$ cat config.mk
export PLATFORM = sky130hd
export DESIGN_NAME = bus_txn_sequencer
export DESIGN_NICKNAME = d
export VERILOG_FILES = /design/src/rtl/bus_seq_pkg.sv /design/src/rtl/start_edge_sync.sv /design/src/rtl/bus_txn_sequencer.sv
export SDC_FILE = /design/constraint.sdc
export NUM_CORES = 1
export LEC_CHECK = 0
export BUFFER_PORTS_ARGS = -buffer_cell sky130_fd_sc_hd__buf_2
export CAP_MARGIN = 20
export CORE_AREA = 4 4 97 99
export DETAILED_ROUTE_END_ITERATION = 8
export DIE_AREA = 0 0 101 103
export PLACE_DENSITY = 0.68
export SYNTH_ARGS = -nofsm -noshare
export SYNTH_HDL_FRONTEND = slang
export SYNTH_SLANG_ARGS = --single-unit
$ cat constraint.sdc
create_clock -name clk -period 2.5 [get_ports clk]
set_input_delay 0.125 -clock clk [delete_from_list [all_inputs] [get_ports clk]]
set_output_delay 0.125 -clock clk [all_outputs]
set_load 0.02 [all_outputs]
$ cat src/rtl/bus_seq_pkg.sv
// Shared definitions for the bus transaction sequencer: default widths,
// FSM state encoding and the bus address composition helper.
package bus_seq_pkg;

  localparam int DEF_ADDR_WIDTH     = 16;
  localparam int DEF_DATA_WIDTH     = 8;
  localparam int DEF_SLV_AW         = 12;
  localparam int DEF_DEV_W          = 2;
  localparam int DEF_MEM_SW_W       = 6;
  localparam int DEF_BURST_W        = 4;
  localparam int DEF_TIMEOUT_CYCLES = 4096;

  typedef enum logic [2:0] {
    S_IDLE        = 3'd0,
    S_ISSUE       = 3'd1,
    S_WAIT_ACCEPT = 3'd2,
    S_WAIT_DONE   = 3'd3,
    S_READBACK    = 3'd4
  } seq_state_e;

  // Device select sits directly above the slave memory field; callers truncate.
  function automatic logic [63:0] compose_maddr(input logic [31:0] dev,
                                                input logic [31:0] off,
                                                input int          slv_aw);
    return (64'(dev) << slv_aw) | 64'(off);
  endfunction

endpackage

$ cat src/rtl/start_edge_sync.sv
// Two-flop synchroniser for an asynchronous button followed by a
// rising-edge detector producing a single-cycle pulse.
module start_edge_sync (
  input  logic clk,
  input  logic rstn,
  input  logic din,
  output logic pulse
);

  logic meta_q, sync_q, prev_q;

  always_ff @(posedge clk or negedge rstn) begin
    if (!rstn) begin
      meta_q <= 1'b0;
      sync_q <= 1'b0;
      prev_q <= 1'b0;
    end else begin
      meta_q <= din;
      sync_q <= meta_q;
      prev_q <= sync_q;
    end
  end

  assign pulse = sync_q & ~prev_q;

endmodule

$ cat src/rtl/bus_txn_sequencer.sv
// Switch-driven burst generator for one master_interface user port.
// Optional write-then-readback verification is enabled by SEQ_READBACK_EN.
module bus_txn_sequencer
  import bus_seq_pkg::*;
#(
  parameter int ADDR_WIDTH     = DEF_ADDR_WIDTH,
  parameter int DATA_WIDTH     = DEF_DATA_WIDTH,
  parameter int SLV_AW         = DEF_SLV_AW,
  parameter int DEV_W          = DEF_DEV_W,
  parameter int MEM_SW_W       = DEF_MEM_SW_W,
  parameter int BURST_W        = DEF_BURST_W,
  parameter int TIMEOUT_CYCLES = DEF_TIMEOUT_CYCLES
) (
  input  logic                  clk,
  input  logic                  rstn,
  input  logic                  start,
  input  logic                  mode_sw,
  input  logic                  incr_sw,
  input  logic [DEV_W-1:0]      device_addr_sw,
  input  logic [MEM_SW_W-1:0]   slave_mem_addr_sw,
  input  logic [DATA_WIDTH-1:0] m_write_data_sw,
  input  logic [BURST_W-1:0]    burst_len_sw,
  output logic [ADDR_WIDTH-1:0] maddr,
  output logic [DATA_WIDTH-1:0] mwdata,
  output logic                  mwvalid,
  output logic                  wen,
  input  logic [DATA_WIDTH-1:0] mrdata,
  input  logic                  mrvalid,
  input  logic                  mready,
  output logic [DATA_WIDTH-1:0] m_read_data,
  output logic                  busy,
  output logic                  done,
  output logic                  timeout_err,
`ifdef SEQ_READBACK_EN
  output logic                  verify_err,
`endif
  output logic [BURST_W:0]      beat_count
);

  localparam int               TMO_W    = $clog2(TIMEOUT_CYCLES) + 1;
  localparam logic [TMO_W-1:0] TMO_LAST = TMO_W'(TIMEOUT_CYCLES - 1);

  seq_state_e            state_q, state_d;
  logic                  mode_q, mode_d, incr_q, incr_d;
  logic [DEV_W-1:0]      dev_q, dev_d;
  logic [MEM_SW_W-1:0]   off_q, off_d;
  logic [DATA_WIDTH-1:0] data_q, data_d;
  logic [BURST_W-1:0]    len_q, len_d;
  logic [TMO_W-1:0]      tmo_q, tmo_d;
  logic [ADDR_WIDTH-1:0] maddr_q, maddr_d;
  logic [DATA_WIDTH-1:0] mwdata_q, mwdata_d, rdata_q, rdata_d;
  logic                  mwvalid_q, mwvalid_d, wen_q, wen_d;
  logic                  busy_q, busy_d, done_q, done_d, terr_q, terr_d;
  logic [BURST_W:0]      beat_q, beat_d;
`ifdef SEQ_READBACK_EN
  logic                  rb_q, rb_d, verr_q, verr_d;
`endif

  logic                  start_pulse;
  logic                  complete;
  logic [BURST_W:0]      beat_inc, len_p1;
  logic [MEM_SW_W-1:0]   off_k;
  logic [DATA_WIDTH-1:0] data_k;

  start_edge_sync u_start_sync (
    .clk   (clk),
    .rstn  (rstn),
    .din   (start),
    .pulse (start_pulse)
  );

  // beat_q doubles as the beat index k: it counts beats already completed.
  assign beat_inc = beat_q + (BURST_W+1)'(1);
  assign len_p1   = (BURST_W+1)'(len_q) + (BURST_W+1)'(1);
  assign off_k    = MEM_SW_W'(32'(off_q) + (incr_q ? 32'(beat_q) : 32'd0));
  assign data_k   = DATA_WIDTH'(32'(data_q) + (incr_q ? 32'(beat_q) : 32'd0));

  always_comb begin
    state_d   = state_q;
    mode_d    = mode_q;
    incr_d    = incr_q;
    dev_d     = dev_q;
    off_d     = off_q;
    data_d    = data_q;
    len_d     = len_q;
    maddr_d   = maddr_q;
    mwdata_d  = mwdata_q;
    mwvalid_d = 1'b0;
    wen_d     = wen_q;
    rdata_d   = rdata_q;
    busy_d    = busy_q;
    done_d    = 1'b0;
    terr_d    = terr_q;
    beat_d    = beat_q;
    complete  = 1'b0;
`ifdef SEQ_READBACK_EN
    rb_d      = rb_q;
    verr_d    = verr_q;
`endif

    unique case (state_q)
      S_IDLE: begin
        if (start_pulse) begin
          mode_d  = mode_sw;
          incr_d  = incr_sw;
          dev_d   = device_addr_sw;
          off_d   = slave_mem_addr_sw;
          data_d  = m_write_data_sw;
          len_d   = burst_len_sw;
          beat_d  = '0;
          terr_d  = 1'b0;
          busy_d  = 1'b1;
          state_d = S_ISSUE;
`ifdef SEQ_READBACK_EN
          rb_d    = 1'b0;
          verr_d  = 1'b0;
`endif
        end
      end
      S_ISSUE: begin
        if (mready) begin
          maddr_d   = ADDR_WIDTH'(compose_maddr(32'(dev_q), 32'(off_k), SLV_AW));
          mwdata_d  = data_k;
          wen_d     = mode_q;
          mwvalid_d = 1'b1;
          state_d   = S_WAIT_ACCEPT;
        end
      end
      S_WAIT_ACCEPT: begin
        if (!mready) state_d = S_WAIT_DONE;
      end
      S_WAIT_DONE: begin
        // Read beats finish only on mrvalid, so a coincident mready is ignored.
        if (!wen_q) begin
          if (mrvalid) begin
            rdata_d  = mrdata;
            complete = 1'b1;
`ifdef SEQ_READBACK_EN
            if (rb_q) begin
              rb_d = 1'b0;
              if (mrdata != mwdata_q) verr_d = 1'b1;
            end else begin
              beat_d = beat_inc;
            end
`else
            beat_d = beat_inc;
`endif
          end
        end else if (mready) begin
          beat_d = beat_inc;
`ifdef SEQ_READBACK_EN
          state_d = S_READBACK;
`else
          complete = 1'b1;
`endif
        end
      end
`ifdef SEQ_READBACK_EN
      S_READBACK: begin
        // Re-read the address just written; maddr/mwdata still hold that beat.
        if (mready) begin
          wen_d     = 1'b0;
          mwvalid_d = 1'b1;
          rb_d      = 1'b1;
          state_d   = S_WAIT_ACCEPT;
        end
      end
`endif
      default: state_d = S_IDLE;
    endcase

    if (complete) begin
      if (beat_d == len_p1) begin
        state_d = S_IDLE;
        done_d  = 1'b1;
        busy_d  = 1'b0;
      end else begin
        state_d = S_ISSUE;
      end
    end

    // A beat stuck in one state for TIMEOUT_CYCLES cycles aborts the burst.
    if (state_q != S_IDLE && state_d == state_q && tmo_q == TMO_LAST) begin
      state_d = S_IDLE;
      busy_d  = 1'b0;
      terr_d  = 1'b1;
`ifdef SEQ_READBACK_EN
      rb_d    = 1'b0;
`endif
    end

    tmo_d = (state_q == S_IDLE || state_d != state_q) ? '0 : tmo_q + TMO_W'(1);
  end

  always_ff @(posedge clk or negedge rstn) begin
    if (!rstn) begin
      state_q   <= S_IDLE;
      mode_q    <= 1'b0;
      incr_q    <= 1'b0;
      dev_q     <= '0;
      off_q     <= '0;
      data_q    <= '0;
      len_q     <= '0;
      tmo_q     <= '0;
      maddr_q   <= '0;
      mwdata_q  <= '0;
      mwvalid_q <= 1'b0;
      wen_q     <= 1'b0;
      rdata_q   <= '0;
      busy_q    <= 1'b0;
      done_q    <= 1'b0;
      terr_q    <= 1'b0;
      beat_q    <= '0;
`ifdef SEQ_READBACK_EN
      rb_q      <= 1'b0;
      verr_q    <= 1'b0;
`endif
    end else begin
      state_q   <= state_d;
      mode_q    <= mode_d;
      incr_q    <= incr_d;
      dev_q     <= dev_d;
      off_q     <= off_d;
      data_q    <= data_d;
      len_q     <= len_d;
      tmo_q     <= tmo_d;
      maddr_q   <= maddr_d;
      mwdata_q  <= mwdata_d;
      mwvalid_q <= mwvalid_d;
      wen_q     <= wen_d;
      rdata_q   <= rdata_d;
      busy_q    <= busy_d;
      done_q    <= done_d;
      terr_q    <= terr_d;
      beat_q    <= beat_d;
`ifdef SEQ_READBACK_EN
      rb_q      <= rb_d;
      verr_q    <= verr_d;
`endif
    end
  end

  assign maddr       = maddr_q;
  assign mwdata      = mwdata_q;
  assign mwvalid     = mwvalid_q;
  assign wen         = wen_q;
  assign m_read_data = rdata_q;
  assign busy        = busy_q;
  assign done        = done_q;
  assign timeout_err = terr_q;
  assign beat_count  = beat_q;
`ifdef SEQ_READBACK_EN
  assign verify_err  = verr_q;
`endif

endmodule

==> flow_summary.toml, run 1 <==
[run_status]
status = "finished, final reports clean"

[layout]
nets = 500
syn2layout_area_growth_pct = 22.4
finish.utilization_pct = 54.2
num_antenna_cells = 0
fin_cells = 562
fill_cells = 765
drive_gt1_share_pct = 28.9

[global_route]
grt.total_usage_pct = 16.5
grt_max_degree = 76
antenna_found_initial = 0
grt_pass1_wl_mm = 13.4
grt_overflow = 0
grt_pass1_vias = 2830

[timing]
worst_pin_slew_ns = 0.938
tns_ns = 0
finalSetupViolCount = 0
slew_headroom_pct = 37.5
skew_ns = 0.0124
finalMaxSlewViolations = 0
rsz0062_at_grt = "false"
hold_violations = 0
fin_crit_sh_pct = 92.9
fin_crit_ns = 2.32
fmax_ghz = 0.431

[synthesis]
synth.distinct_cells = 50
ys_warn_count = 0
synthTopCellsByArea = "dfrtp_1, mux2_2, nand2_1"
syn_inst = 357
async_flop_share_pct = 100
synth.most_common_cell = "dfrtp_1"
synth_area_um2 = 3790
syn-mean-instance-area_um2 = 10.6
synth_common_cells = "dfrtp_1, nand2_1, mux2_2, o21ai_0, nor2_1"
synth_seq_cells = 75
synthFlopType = "dfrtp_1"
synth_area_leader_cell = "dfrtp_1"
synth_edf_count = 0
ys_seq_area_share_pct = 49.6
netlist.area_leader.share_pct = 49.6

[detailed_routing]
num_vias = 2794
routed_wl_mm = 8.02
drtIter0Drc = 102
dr.pass1.iters = 4
vias_per_cell = 4.97
drc = 0
wl_per_cell_um = 14.3
ant_nets = 0

[critical_path]
end_kind = "register"
cp.arrival_ns = 2.58
rr_startpoint = "state_q[2]"
start_kind = "register"
crit_type = "reg2reg"
critPathLaunch = "state_q[2]"
cp_max_fo = 11
cp_data_required_time_ns = 2.76

[floorplanning]
coreArea_um2 = 8550
initial_utilization_pct = 44.3
io_pins = 77
die-area_um2 = 10400
fp.dieW_um = 101
die_h_um = 103
rows = 34

[clocking]
clock_sinks = 75
cts.clk_slew.worst_paths_ns = 0.08
cts_root_buf = "clkbuf_8"
cts_tree = "done"
cts_max_level = 3
clk_latency_ns = 0.35
clockBufferDepth = 2
cts_made_buffers = 9

[place]
dp_cells = 528
place_congestion = 0.796
port_buffers = 68
dp.final_hpwl_mm = 5.75

[power]
ir_worst_vdd_uv = 288
powerDensity_nw_per_um2 = 749
p_leak_uw = 0.00230

[hold_path]
min_path_type = "in2reg"
min_from = "m_write_data_sw[3]"

[flow_run]
maxCapViolCount = 0
## cells by family after synthesis
| logic type | Yosys count | share of synthesized area (%) |
|---|---|---|
| simple gates | 123 | 16.2 |
| mux | 33 | 9.71 |
| xor+xnor | 25 | 5.78 |
| buf+inv | 37 | 5.05 |
| other cells | 1 | 0.0990 |
| fa+ha+maj | 15 | 5.35 |
| flops | 75 | 49.6 |
| compound gates | 48 | 8.29 |
## layout by cell type (no fill, tap or decap), types with 2 or more instances in the layout
cell           instances
a21o_1                 3
a21oi_1               10
and2_1                 7
and3_1                 6
buf_2                 67
buf_4                  9
bufinv_16              2
clkbuf_8              10
clkinv_2               2
conb_1                 9
dfrtp_1               73
dfrtp_2                2
dlygate4sd3_1         19
fa_1                   2
ha_1                  13
inv_1                 15
mux2_2                30
mux2i_1                3
nand2_1               46
nand2b_1               3
nand3_1               16
nand4_1                3
nor2_1                19
nor2b_1                3
nor3_1                 6
nor3b_1                2
o21ai_0               22
o311ai_0               2
xnor2_1               12
xor2_1                13
## cell type report
class	count	area, um2	share of cell area, %
clock buffers	10	138	2.97
clock inverters	5	77.6	1.67
inverters	16	60.1	1.30
multi-input cells	253	1750	37.8
flip-flops and latches	75	1880	40.5
well taps	108	135	2.91
repair buffers	95	593	12.8
## worst max-delay path, cell delays in order (launching register included)
cell       delay, ns
dfrtp_2         0.46
or4b_4          0.57
o21ai_2         0.15
mux2i_1         0.14
a2111oi_4       0.40
a221oi_2        0.12
buf_4           0.19
nor3_1          0.20
## layer usage
metal	track usage (%)	part of all wire (%)	vias to the layer above
met2	28.1	48	65
met5	0	0	-
met3	4.87	5.7	9
li1	-	-	1386
met4	4.40	1.2	0
met1	20.6	45	1334
## sequential cells by signal, summed over array words and instances (netlist names), 2 cells and up
signal and flops:
len_q 4, tmo_q 13, maddr 8, off_q 6, m_read_data 8, dev_q 2
mwdata 8, state_q 3, data_q 8, beat_count 5
## metrics by stage
step                hold slack (ns)  setup WS, ns  total power [uW]  instance area (um2)
floorplan                    -0.171         0.322              2170                 3820
global placement              0.234         0.237              2430                 4230
detailed placement            0.234         0.148              2470                 4230
CTS                        0.000187         0.109              3530                 4630
global route                0.00569       0.00968              3680                 4640
finish                       0.0141         0.177              3470                 4640
## worst paths after layout
| kind | depth (start not counted) | slack, ns | end |
|---|---|---|---|
| worst max-delay path | 7 | 0.18 | tmo_q[3] |
| worst min-delay path | 2 | 0.01 | data_q[3] |
| worst max register to register | 7 | 0.18 | tmo_q[3] |
| worst min register to register | 0 | 0.35 | u_start_sync.sync_q |
| max in group asynchronous | 2 | 1.38 | state_q[2] |
| min in group asynchronous | 2 | 0.45 | maddr[5] |
## timing repair
action / CTS / global route
hold buffers: 19 / 0
hold endpoints to repair: 93 / 0
setup endpoints to repair: 0 / 3
buffers inserted: 0 / 0
resized for setup: 0 / 3
## where the power goes
part / internal (uW) / switching, uW
clock network: 580 / 433
logic: 367 / 503
registers: 1430 / 157
(Power assumes the default switching activity.)
==> inputs of run 2 (changes only) <==
--- a/config.mk
+++ b/config.mk
@@ -10,7 +10,7 @@
 export CORE_AREA = 4 4 97 99
 export DETAILED_ROUTE_END_ITERATION = 8
 export DIE_AREA = 0 0 101 103
-export PLACE_DENSITY = 0.68
+export PLACE_DENSITY = 0.7
 export SYNTH_ARGS = -nofsm -noshare
 export SYNTH_HDL_FRONTEND = slang
 export SYNTH_SLANG_ARGS = --single-unit
==> constraint.sdc (replaced) <==
create_clock -name clk -period 2 [get_ports clk]
set_input_delay 0.1 -clock clk [delete_from_list [all_inputs] [get_ports clk]]
set_output_delay 0.1 -clock clk [all_outputs]
set_load 0.05 [all_outputs]
==> run 2 against run 1 <==
The flow now finishes with violations (setup timing). Largest cell class is now multi-input gates. Core utilization grew 5.5 points. Non-clock buffer count is 41 higher. Highest routed layer unchanged. Die area unchanged. Sequential power is 25% higher. Critical path type unchanged.
==> flow_summary.toml, run 2 (same netlist as run 1, synthesis figures left out) <==
[layout]
most-common-layout-cells = "dfrtp_1, buf_2, nand2_1"
regMostFlops = "tmo_q"
nets = 541
largest_reg_flops = 13
drive_gt1_share_pct = 38.3
multiInputGateArea_um2 = 1890
finish.utilization_pct = 59.7
fill_cells = 707
syn2layout_area_growth_pct = 34.9
postLayoutCellArea_um2 = 5110
final_common_cell = "dfrtp_1"
area.sequential_um2 = 1890
num_antenna_cells = 0

[floorplanning]
die_h_um = 103
die-area_um2 = 10400
rows = 34
initial_utilization_pct = 44.3
fp.dieW_um = 101
coreArea_um2 = 8550
io_pins = 77

[timing]
fin_ws_ns = -0.148
fin_crit_sh_pct = 107
worst_pin_slew_ns = 0.695
finalSetupViolCount = 16
slew_headroom_pct = 53.7
whs_ns = 0.256
hold_violations = 0
tns_ns = -1.88
rsz0062_at_grt = "true"
fmax_ghz = 0.466
skew_ns = 0.0115
finalMaxSlewViolations = 0
fin_crit_ns = 2.15

[clocking]
cts_max_level = 3
clock_sinks = 75
cts.clk_slew.worst_paths_ns = 0.08
cts_root_buf = "clkbuf_8"
cts_tree = "done"
clockBufferDepth = 2
cts_made_buffers = 9
clk_latency_ns = 0.35

[global_route]
grt_pass1_wl_mm = 14.0
grt_pass1_vias = 3049
grt.total_usage_pct = 17.2
grt_overflow = 0
grt_max_degree = 56
antenna_found_initial = 0

[detailed_routing]
dr.pass1.iters = 4
drtIter0Drc = 82
routed_wl_mm = 8.61
drc = 0
wl_per_cell_um = 14.3
vias_per_cell = 4.94
ant_nets = 0
num_vias = 2986

[critical_path]
start_kind = "register"
end_kind = "register"
r2r_cells = 7
cp.arrival_ns = 2.38
crit_type = "reg2reg"
cp_data_required_time_ns = 2.23
cp_max_fo = 5

[place]
place_ws_ns = -0.173
place_congestion = 0.820
dp.final_hpwl_mm = 6.03
placed_cell_area_um2 = 4450
port_buffers = 68

[power]
p_leak_uw = 0.00250
powerDensity_nw_per_um2 = 934
ir_worst_vdd_uv = 475

[run_status]
violations = "setup timing"
status = "finished, violations left"

[hold_path]
holdPathStages = 4
min_path_type = "in2reg"

[flow_run]
maxCapViolCount = 0
-- run 2: final cells by class --
class,instances,share of cell area [%]
multi-input combinational,253,37.1
clock buffer,10,2.69
tap,108,2.65
timing repair buffer,136,18.6
inverter,16,1.18
sequential,75,36.9
clock inverter,6,0.931
-- run 2: layer usage --
metal / GRT usage, % / vias up / share of wire [%]
li1: - / 1470 / -
met1: 20.4 / 1447 / 42
met2: 30.8 / 62 / 52
met3: 4.40 / 7 / 5.0
met4: 4.91 / 0 / 1.2
met5: 0 / - / 0
-- run 2: power breakdown --
group | leakage (uW) | total [uW] | internal, uW | switching (uW)
sequential | 0.000956 | 1980 | 1790 | 192
combinational | 0.00145 | 1680 | 580 | 1100
clock | 0.0000937 | 1110 | 498 | 607
total | 0.00250 | 4770 | 2870 | 1900
-- run 2: path summary, 6_finish.rpt --
kind,start,endpoint,slack [ns]
setup / recovery,state_q[1],tmo_q[12],-0.15
hold / removal,mready,mwdata[7],0.26
setup reg to reg,state_q[1],tmo_q[12],-0.15
hold reg to reg,u_start_sync.meta_q,u_start_sync.sync_q,0.35
max in group asynchronous,rstn,state_q[1],1.03
min in group asynchronous,rstn,m_read_data[2],0.32
-- run 2: through the flow --
step	total power, uW	cells
2_1_floorplan	3130	365
3_3_place_gp	3540	550
3_5_place_dp	3590	550
4_1_cts	4770	600
5_1_grt	5030	604
6_report	4770	604
-- run 2: repair_timing --
action,CTS,global route
pin swaps,2,8
buffers inserted,2,3
cloned,0,1
endpoints found under the setup margin,17,21
resized for setup,6,24
hold buffers,32,0
hold endpoints to repair,84,0
-- run 2: critical path, stage by stage (launching register included) --
cell	delay, ns
dfrtp_2	0.44
or4b_4	0.57
o21ai_0	0.16
and3_1	0.22
a2111oi_4	0.05
a221oi_2	0.35
buf_4	0.20
nor2_1	0.04
